## src/rtl/regfile_pkg.sv

```systemverilog
// rtl/regfile_pkg.sv - shared widths and writeback entry type for the regfile writer
package regfile_pkg;

  localparam int RF_ADDR_WIDTH = 5;
  localparam int RF_DATA_WIDTH = 32;

  typedef struct packed {
    logic [RF_ADDR_WIDTH-1:0] addr;
    logic [RF_DATA_WIDTH-1:0] data;
  } wb_entry_t;

endpackage

```

## src/rtl/wb_fifo.sv

```systemverilog
// rtl/wb_fifo.sv - circular writeback queue with per-entry valid bits
module wb_fifo
  import regfile_pkg::*;
#(
  parameter int  DEPTH   = 4,
  parameter type entry_t = wb_entry_t,
  localparam int PTR_W   = $clog2(DEPTH),
  localparam int CNT_W   = $clog2(DEPTH) + 1
) (
  input  logic                  clk,
  input  logic                  rst,
  input  logic                  push,
  input  entry_t                push_entry,
  input  logic                  pop,
  output entry_t                head_entry,
  output entry_t [DEPTH-1:0]    entries,
  output logic   [DEPTH-1:0]    valid,
  output logic   [PTR_W-1:0]    head_ptr,
  output logic   [CNT_W-1:0]    count,
  output logic                  full,
  output logic                  empty
);

  entry_t [DEPTH-1:0] mem;
  logic   [PTR_W-1:0] tail_ptr;

  // Payload storage carries no reset; the valid bits alone define occupancy.
  always_ff @(posedge clk) begin
    if (push) mem[tail_ptr] <= push_entry;
  end

  always_ff @(posedge clk or posedge rst) begin
    if (rst) begin
      head_ptr <= '0;
      tail_ptr <= '0;
      count    <= '0;
      valid    <= '0;
    end else begin
      if (push) begin
        valid[tail_ptr] <= 1'b1;
        tail_ptr        <= tail_ptr + 1'b1;
      end
      if (pop) begin
        valid[head_ptr] <= 1'b0;
        head_ptr        <= head_ptr + 1'b1;
      end
      if (push && !pop)      count <= count + 1'b1;
      else if (pop && !push) count <= count - 1'b1;
    end
  end

  assign head_entry = mem[head_ptr];
  assign entries    = mem;
  assign full       = (count == CNT_W'(DEPTH));
  assign empty      = (count == '0);

endmodule

```

## src/rtl/regfile_writer.sv

```systemverilog
// rtl/regfile_writer.sv - arbitrates LSU/ALU writebacks into a queue feeding the register file
module regfile_writer
  import regfile_pkg::*;
#(
  parameter int ADDR_WIDTH = RF_ADDR_WIDTH,
  parameter int DATA_WIDTH = RF_DATA_WIDTH,
  parameter int DEPTH      = 4
) (
  input  logic                       clk,
  input  logic                       rst,
  input  logic                       lsu_valid,
  output logic                       lsu_ready,
  input  logic [ADDR_WIDTH-1:0]      lsu_addr,
  input  logic [DATA_WIDTH-1:0]      lsu_data,
  input  logic                       alu_valid,
  output logic                       alu_ready,
  input  logic [ADDR_WIDTH-1:0]      alu_addr,
  input  logic [DATA_WIDTH-1:0]      alu_data,
  output logic                       rf_wen,
  output logic [ADDR_WIDTH-1:0]      rf_waddr,
  output logic [DATA_WIDTH-1:0]      rf_wdata,
  input  logic                       rf_hold,
  input  logic [ADDR_WIDTH-1:0]      query_addr,
  output logic                       query_hit,
  output logic [DATA_WIDTH-1:0]      query_data,
  output logic                       full,
  output logic                       empty,
  output logic [$clog2(DEPTH):0]     count
);

  localparam int PTR_W = $clog2(DEPTH);

  typedef struct packed {
    logic [ADDR_WIDTH-1:0] addr;
    logic [DATA_WIDTH-1:0] data;
  } entry_t;

  entry_t               in_entry;
  entry_t               head_entry;
  entry_t [DEPTH-1:0]   entries;
  logic   [DEPTH-1:0]   valid;
  logic   [PTR_W-1:0]   head_ptr;
  logic                 accept_lsu;
  logic                 accept_alu;
  logic                 push;

  // Ready looks only at the registered full flag, so a same-cycle pop never frees a slot.
  assign lsu_ready  = !full;
  assign alu_ready  = !full && !lsu_valid;
  assign accept_lsu = lsu_valid && lsu_ready;
  assign accept_alu = alu_valid && alu_ready;

  always_comb begin
    in_entry = '0;
    if (accept_lsu) begin
      in_entry.addr = lsu_addr;
      in_entry.data = lsu_data;
    end else if (accept_alu) begin
      in_entry.addr = alu_addr;
      in_entry.data = alu_data;
    end
  end

  // Writes to x0 finish the handshake but are dropped here.
  assign push = (accept_lsu || accept_alu) && (in_entry.addr != '0);

  wb_fifo #(
    .DEPTH   (DEPTH),
    .entry_t (entry_t)
  ) u_fifo (
    .clk        (clk),
    .rst        (rst),
    .push       (push),
    .push_entry (in_entry),
    .pop        (rf_wen),
    .head_entry (head_entry),
    .entries    (entries),
    .valid      (valid),
    .head_ptr   (head_ptr),
    .count      (count),
    .full       (full),
    .empty      (empty)
  );

  assign rf_wen   = !empty && !rf_hold;
  assign rf_waddr = empty ? '0 : head_entry.addr;
  assign rf_wdata = empty ? '0 : head_entry.data;

  // Walk oldest to youngest so the last match found is the youngest one.
  always_comb begin
    logic [PTR_W-1:0] idx;
    idx        = '0;
    query_hit  = 1'b0;
    query_data = '0;
    for (int i = 0; i < DEPTH; i++) begin
      idx = head_ptr + PTR_W'(i);
      if (valid[idx] && (query_addr != '0) && (entries[idx].addr == query_addr)) begin
        query_hit  = 1'b1;
        query_data = entries[idx].data;
      end
    end
  end

endmodule

```

## config.mk

```make
export PLATFORM = sky130hd
export DESIGN_NAME = regfile_writer
export DESIGN_NICKNAME = d
export VERILOG_FILES = /design/src/rtl/regfile_pkg.sv /design/src/rtl/wb_fifo.sv /design/src/rtl/regfile_writer.sv
export SDC_FILE = /design/constraint.sdc
export NUM_CORES = 1
export LEC_CHECK = 0
export ABC_AREA = 1
export ABC_CLOCK_PERIOD_IN_PS = 4800
export CAP_MARGIN = 0
export CORE_ASPECT_RATIO = 1.4
export CORE_MARGIN = 5
export CORE_UTILIZATION = 55
export CTS_CLUSTER_DIAMETER = 100
export DETAILED_ROUTE_END_ITERATION = 12
export GPL_ROUTABILITY_DRIVEN = 1
export HOLD_SLACK_MARGIN = 0.1
export PLACE_DENSITY = 0.83
export SLEW_MARGIN = 15
export SYNTH_ARGS = -nofsm -noshare
export SYNTH_HDL_FRONTEND = slang
export SYNTH_SLANG_ARGS = --single-unit
```

## constraint.sdc

```tcl
create_clock -name clk -period 4.8 [get_ports clk]
set_input_delay 1.2 -clock clk [delete_from_list [all_inputs] [get_ports clk]]
set_output_delay 1.2 -clock clk [all_outputs]
set_load 0.005 [all_outputs]
```

# Word level (Yosys, flattened, before mapping)
# Index checks and enable logic that the tools add are counted.
# classes
eq_ne	5
muxes	39
n_mul	0
n_reduce_logical	28
n_div	0
n_addsub	6
bitwise	3
shift	0
order_cmp	7
# ops
cell	n
$bmux 37 s2	4
$mux 37	7
$mux 32	5
$bwmux 148	1
$demux 37 s2	1
$eq 5x5->1	4
$logic_and 1x1->1	17
$lt 2x3->1 const B	5
$mux 1	10
$reduce_bool 5->1	2
$bmux 1 s2	4
$mux 4	2
$logic_not 1->1	6
$mux 3	2
$mux 5	1
$add 2x1->2 const B	2
$add 2x2->2 const B	2
$and 4x4->4	1
$demux 1 s2	2
$ge 2x1->1 const B	2
$not 4->4	1
$or 4x4->4	1
$add 3x1->3 const B	1
$eq 3x3->1 const B	1
other kinds (4)	4
# word_totals
ff_bits	159
inputBits	84
ram_bits	0
mem_count	0
rom_bits	0
latch_bits	0
elab_cells	100
output_inout_bits	78

# Logic depth before layout (Yosys ltp)
# logic_depth
ltp_word	12
ltp_mapped	22

# By module
# Synthesis repeated with hierarchy kept, for this count alone.
# hier_totals
hier_cells	1830
area_unflattened_um2	12756.0
# modules_own_cells
mod	cells_per_inst	seq_area_each_um2	n_inst	area_each_um2
wb_fifo	502	4719.5	1	6510.0
regfile_writer	1328	0.0	1	6246.0

# Worst setup path before layout
# No wires, ideal clock.
# synth_timing
path_type	reg2out
start	register u_fifo.head_ptr[0]
end	output port query_data[11]
stages_incl_launch_ff	20
t_required_ps	3600
path_buffers	7
path_slack_ps	959
arrival_time_ps	2641
cell_sequence	dfrtp_1 > buf_6 > inv_4 > buf_6 > buf_2 > buf_2 > ha_1 > buf_4 > inv_2 > buf_4 > nand3_1 > nand2_1 > nor2_1 > nor3_2 > nand2_1 > nor2_8 > buf_6 > nor2_1 > nand2_1 > nand2_1
# synth_between
elab_chain_len	8
word_cells_on_any_way	35
# synth_lines
element	line	rtl
start, declared	wb_fifo.sv:18	output logic [PTR_W-1:0] head_ptr,
start signal, assigned	wb_fifo.sv:45	head_ptr <= head_ptr + 1'b1;
$add 2x1->2, or another cell as far along	regfile_writer.sv:96	idx = head_ptr + PTR_W'(i);
$bmux 37 s2, or another cell as far along	regfile_writer.sv:97, regfile_writer.sv:99	
$mux 37 (implied by the code), or another cell as far along	regfile_writer.sv:99	query_data = entries[idx].data;
$eq 5x5->1 or $logic_and 1x1->1 (tied branches)	regfile_writer.sv:97	if (valid[idx] && (query_addr != '0) && (entries[idx].addr == query_addr)) begin
$logic_and 1x1->1 or $mux 32 (tied branches)	regfile_writer.sv:97	
$mux 32 (2 in series)	regfile_writer.sv:97	
$mux 32 *	regfile_writer.sv:97	
end, declared	regfile_writer.sv:25	output logic [DATA_WIDTH-1:0] query_data,
# Mark *: on every way between the ends. The rest lies on a longest branch, timed or not. The select of a mux whose other input is x is not followed.

# Worst setup path in the final report
# layout_timing
start	input port query_addr[2]
end	output port query_data[8]
# layout_between
elab_chain_len	7
word_cells_on_any_way	17
# layout_lines
element	line	rtl
start, declared	regfile_writer.sv:23	input logic [ADDR_WIDTH-1:0] query_addr,
$reduce_bool 5->1	regfile_writer.sv:97	
$logic_and 1x1->1 (2 in series)	regfile_writer.sv:97	
$mux 32 (3 in series)	regfile_writer.sv:97	
$mux 32 *	regfile_writer.sv:97	
# Mark *: on every way between the ends. The rest lies on a longest branch, timed or not.

==> metrics.md <==
| Metric | Value |
|---|---|
| CTS Buf Count | 17 |
| Clk Latency, worst-skew pair | 420 ps |
| Clock root cell | clkbuf_16 |
| Syn Inst Count | approximately 1.5k |
| Worst R2R Start | u_fifo.count[0] |
| Worst Path Arrival | 3480 ps |
| CTS tree | yes |
| Peak VDD IR | roughly 0.45 mV |
| Synthesized area per cell | 7.158 µm² |
| First-pass GRT wire length | about 48000 µm |
| Worst setup margin | 115.1 ps |
| Area Overhead vs Synth | 22.98% |
| Clock transition at path regs | 60 ps |
| Syn nets | 1633 |
| Worst min-delay path class | reg2reg |
| Critical path type | in2out |
| Synth top area share | 0.4034 |
| Max Fanout on Critical Path | 16 |
| Xor/xnor cell area share of the yosys netlist | 0.005565 |
| Number of port buffers | 161 |
| Reg2reg setup slack | 1850 ps |
| IO Pins | 162 |
| Die W | 129.6 µm |
| Register area share after synthesis | 0.4284 |
| Synthesis Warnings | 0 |
| Outcome | finished, final reports clean |
| Static Leak | 6.227 nW |
| R2r worst-path depth | 14 |
| Cell taking the most area after synthesis | edfxtp_1 |
| Largest family of logic cells by synthesized area | simple AND/OR/NAND/NOR gates |
| Unique masters post-synth | 31 |
| Pin count of the biggest net entering global routing | 216 |
| Via density | 5.507 |
| GPL Wtd Cong | 0.8884 |
| Worst EP required | 3600 ps |
| Remaining antenna violation count after routing | 0 |
| Crit path from | query_addr[2] |
| RSZ-0062 raised after global routing | false |
| Hold WS | 551.5 ps |
| Mux cell area share after synthesis | 0.02726 |
| # rows | 61 |
| Syn Std Cell Area | 0.01102 mm² |
| Main flop type after synthesis | edfxtp_1 |
| Setup Buffers After CTS | 0 |
| Worst Min Path Start | u_fifo.tail_ptr[0] |
| Slew @ Worst Pin | 901.0 ps |
| Placed cells | 1890 |
| Routed vias | 10.59k |
| Initial antenna violation count | 0 |
| Worst r2r dst | u_fifo.count[2] |
| Wirelength per Cell | around 16 µm |
| PwrDens | approximately 760 mW/mm² |
| Post-synth EDFFs | between 100 and 150 |
| Hold depth | 1 |
| Core area | roughly 0.02 mm² |
| DRC Markers | 0 |
| Setup_tns | 0 ps |
| Final setup skew | 11.38 ps |
| Setup crit end kind | primary output |
| Hold worst-path end | u_fifo.tail_ptr[0] |
| CP Launch Type | input pin |
| Max Fclk | 213.5 MHz |
| Share of cells above drive strength 1 | 0.05326 |
| Max clock buf depth | 2 |
| Layout Cells excl Fill | 1923 |
| Nets | approximately 1.8k |
| Final Hold Violating Endpoints | 0 |
| Final worst-path cycle share | 0.9760 |
| Iteration-0 DRC Markers | 726 |
| Clock Sink Count | 159 |
| Fin util | 0.6854 |
| Adder-Cell Fraction of Synth Area | 0.01204 |
| Die Y-Extent | between 150 and 200 µm |
| Seq cells post-synth | 159 |
| Cell with the most instances after synthesis | nand2_1 |
| Overflow after GRT | 0 |
| Synth Area in Compound Gates | 0.1263 |
| Commonest cells post-synth | nand2_1, nor2_1, o21ai_0 |
| Post-synthesis simple-gate area fraction | 0.2989 |
| Asr flop ratio synth | 0.06918 |
| N_diodes | 0 |
| Tmin final | 4685 ps |
| Top cells by area, synth | edfxtp_1, nand2_1, o21ai_0 |
| Slew HR | 0.3960 |
| Fin. max-slew vios | 0 |
| Die area | 0.02300 mm² |
| Setup-failing EPs final | 0 |
| Drt total wl | 30660 µm |
| Pre-CTS setup slack | 78.31 ps |
| Maxcap violations | 0 |
| Fill cells | 1584 |
| H-tree Lvls | 4 |
| DP HPWL | 19800 µm |
| Gr usage total | 0.2642 |
| Vias in the first global route | 10.44k |
| Detailed-router iteration count before antenna repair | 8 |
| Initial Util | 0.5573 |
critical path: stages:
cell,delay (ps)
clkdlybuf4s50_1,480
inv_1,80
buf_4,150
nand3_1,80
nand2_1,80
nor2_1,110
nand2_1,90
nor2_4,200
buf_12,180
nand3b_1,80
nand2_1,70
nand2_1,50
nand2_1,100
clkdlybuf4s50_1,520
where the power goes:
group / internal, mW / switching, mW
Sequential: 2.15 / 0.201
Clock: 0.758 / 0.538
Combinational: 2.62 / 4.01
what timing repair did:
| action | CTS | global route |
|---|---|---|
| setup endpoints to repair | 0 | 32 |
| gates resized for setup | 0 | 14 |
| hold buffers | 0 | 0 |
kinds of logic after synthesis:
family,Yosys count
compound gates,276
xor+xnor,7
fa+ha+maj,10
buf+inv,259
flops,159
mux,30
simple gates,798
state kept, by name, indices dropped and copies added (netlist names):
signal	count
u_fifo.tail_ptr	2
u_fifo.head_ptr	2
u_fifo.valid	4
u_fifo.count	3
u_fifo.entries	148
routing by layer:
layer / up-vias / GRT usage / share of wire
met5: - / 0 / 0
met4: 0 / 0.1395 / 0.042
met3: 93 / 0.03583 / 0.061
met2: 393 / 0.4882 / 0.53
met1: 4875 / 0.2881 / 0.37
li1: 5229 / - / -
layout make-up:
cell class                      count  area [µm²]  area share
Clock buffer                       23       511.7     0.03777
Clock inverter                      9       72.57    0.005356
Inverter                          159       604.3     0.04461
Multi-Input combinational cell   1121        5209      0.3845
Sequential cell                   159        4723      0.3486
Tap cell                          252       315.3     0.02327
Timing Repair Buffer              200        2112      0.1559
cells in the final DEF (no fill, tap or decap), types with 2 or more instances in the layout:
cell,synthesis,routed
a21oi_1,4,4
a22oi_1,4,4
buf_12,0,12
buf_4,8,23
buf_6,10,2
clkbuf_1,45,3
clkbuf_16,0,21
clkdlybuf4s50_1,0,153
clkinv_4,0,3
clkinvlp_4,0,5
dfrtp_1,11,10
dlymetal6s2s_1,0,7
edfxtp_1,148,148
ha_1,9,8
inv_1,155,150
inv_2,3,6
inv_4,1,3
mux2i_1,30,30
nand2_1,409,408
nand3_1,99,97
nand3_2,1,3
nand3b_1,33,33
nor2_1,248,248
nor3_2,1,2
o21ai_0,217,217
o21ai_1,51,51
xnor2_1,2,2
xor2_1,5,5
through the flow:
stage	power (mW)	cell area, µm²
floorplan	6.479	11020
global placement	8.682	12900
detailed placement	8.860	12900
CTS	10.20	13490
global route	11.14	13550
finish	10.28	13550
how the worst max path moves through the flow:
stage	cells past startpoint	to	slack, ps
6_report	14	query_data[8]	120
5_1_grt	14	query_data[1]	0.4
4_1_cts	14	query_data[27]	70
3_5_place_dp	14	query_data[27]	80
3_3_place_gp	14	query_data[27]	120
2_1_floorplan	19	query_data[11]	960
Power figures use the tool's default switching activity.
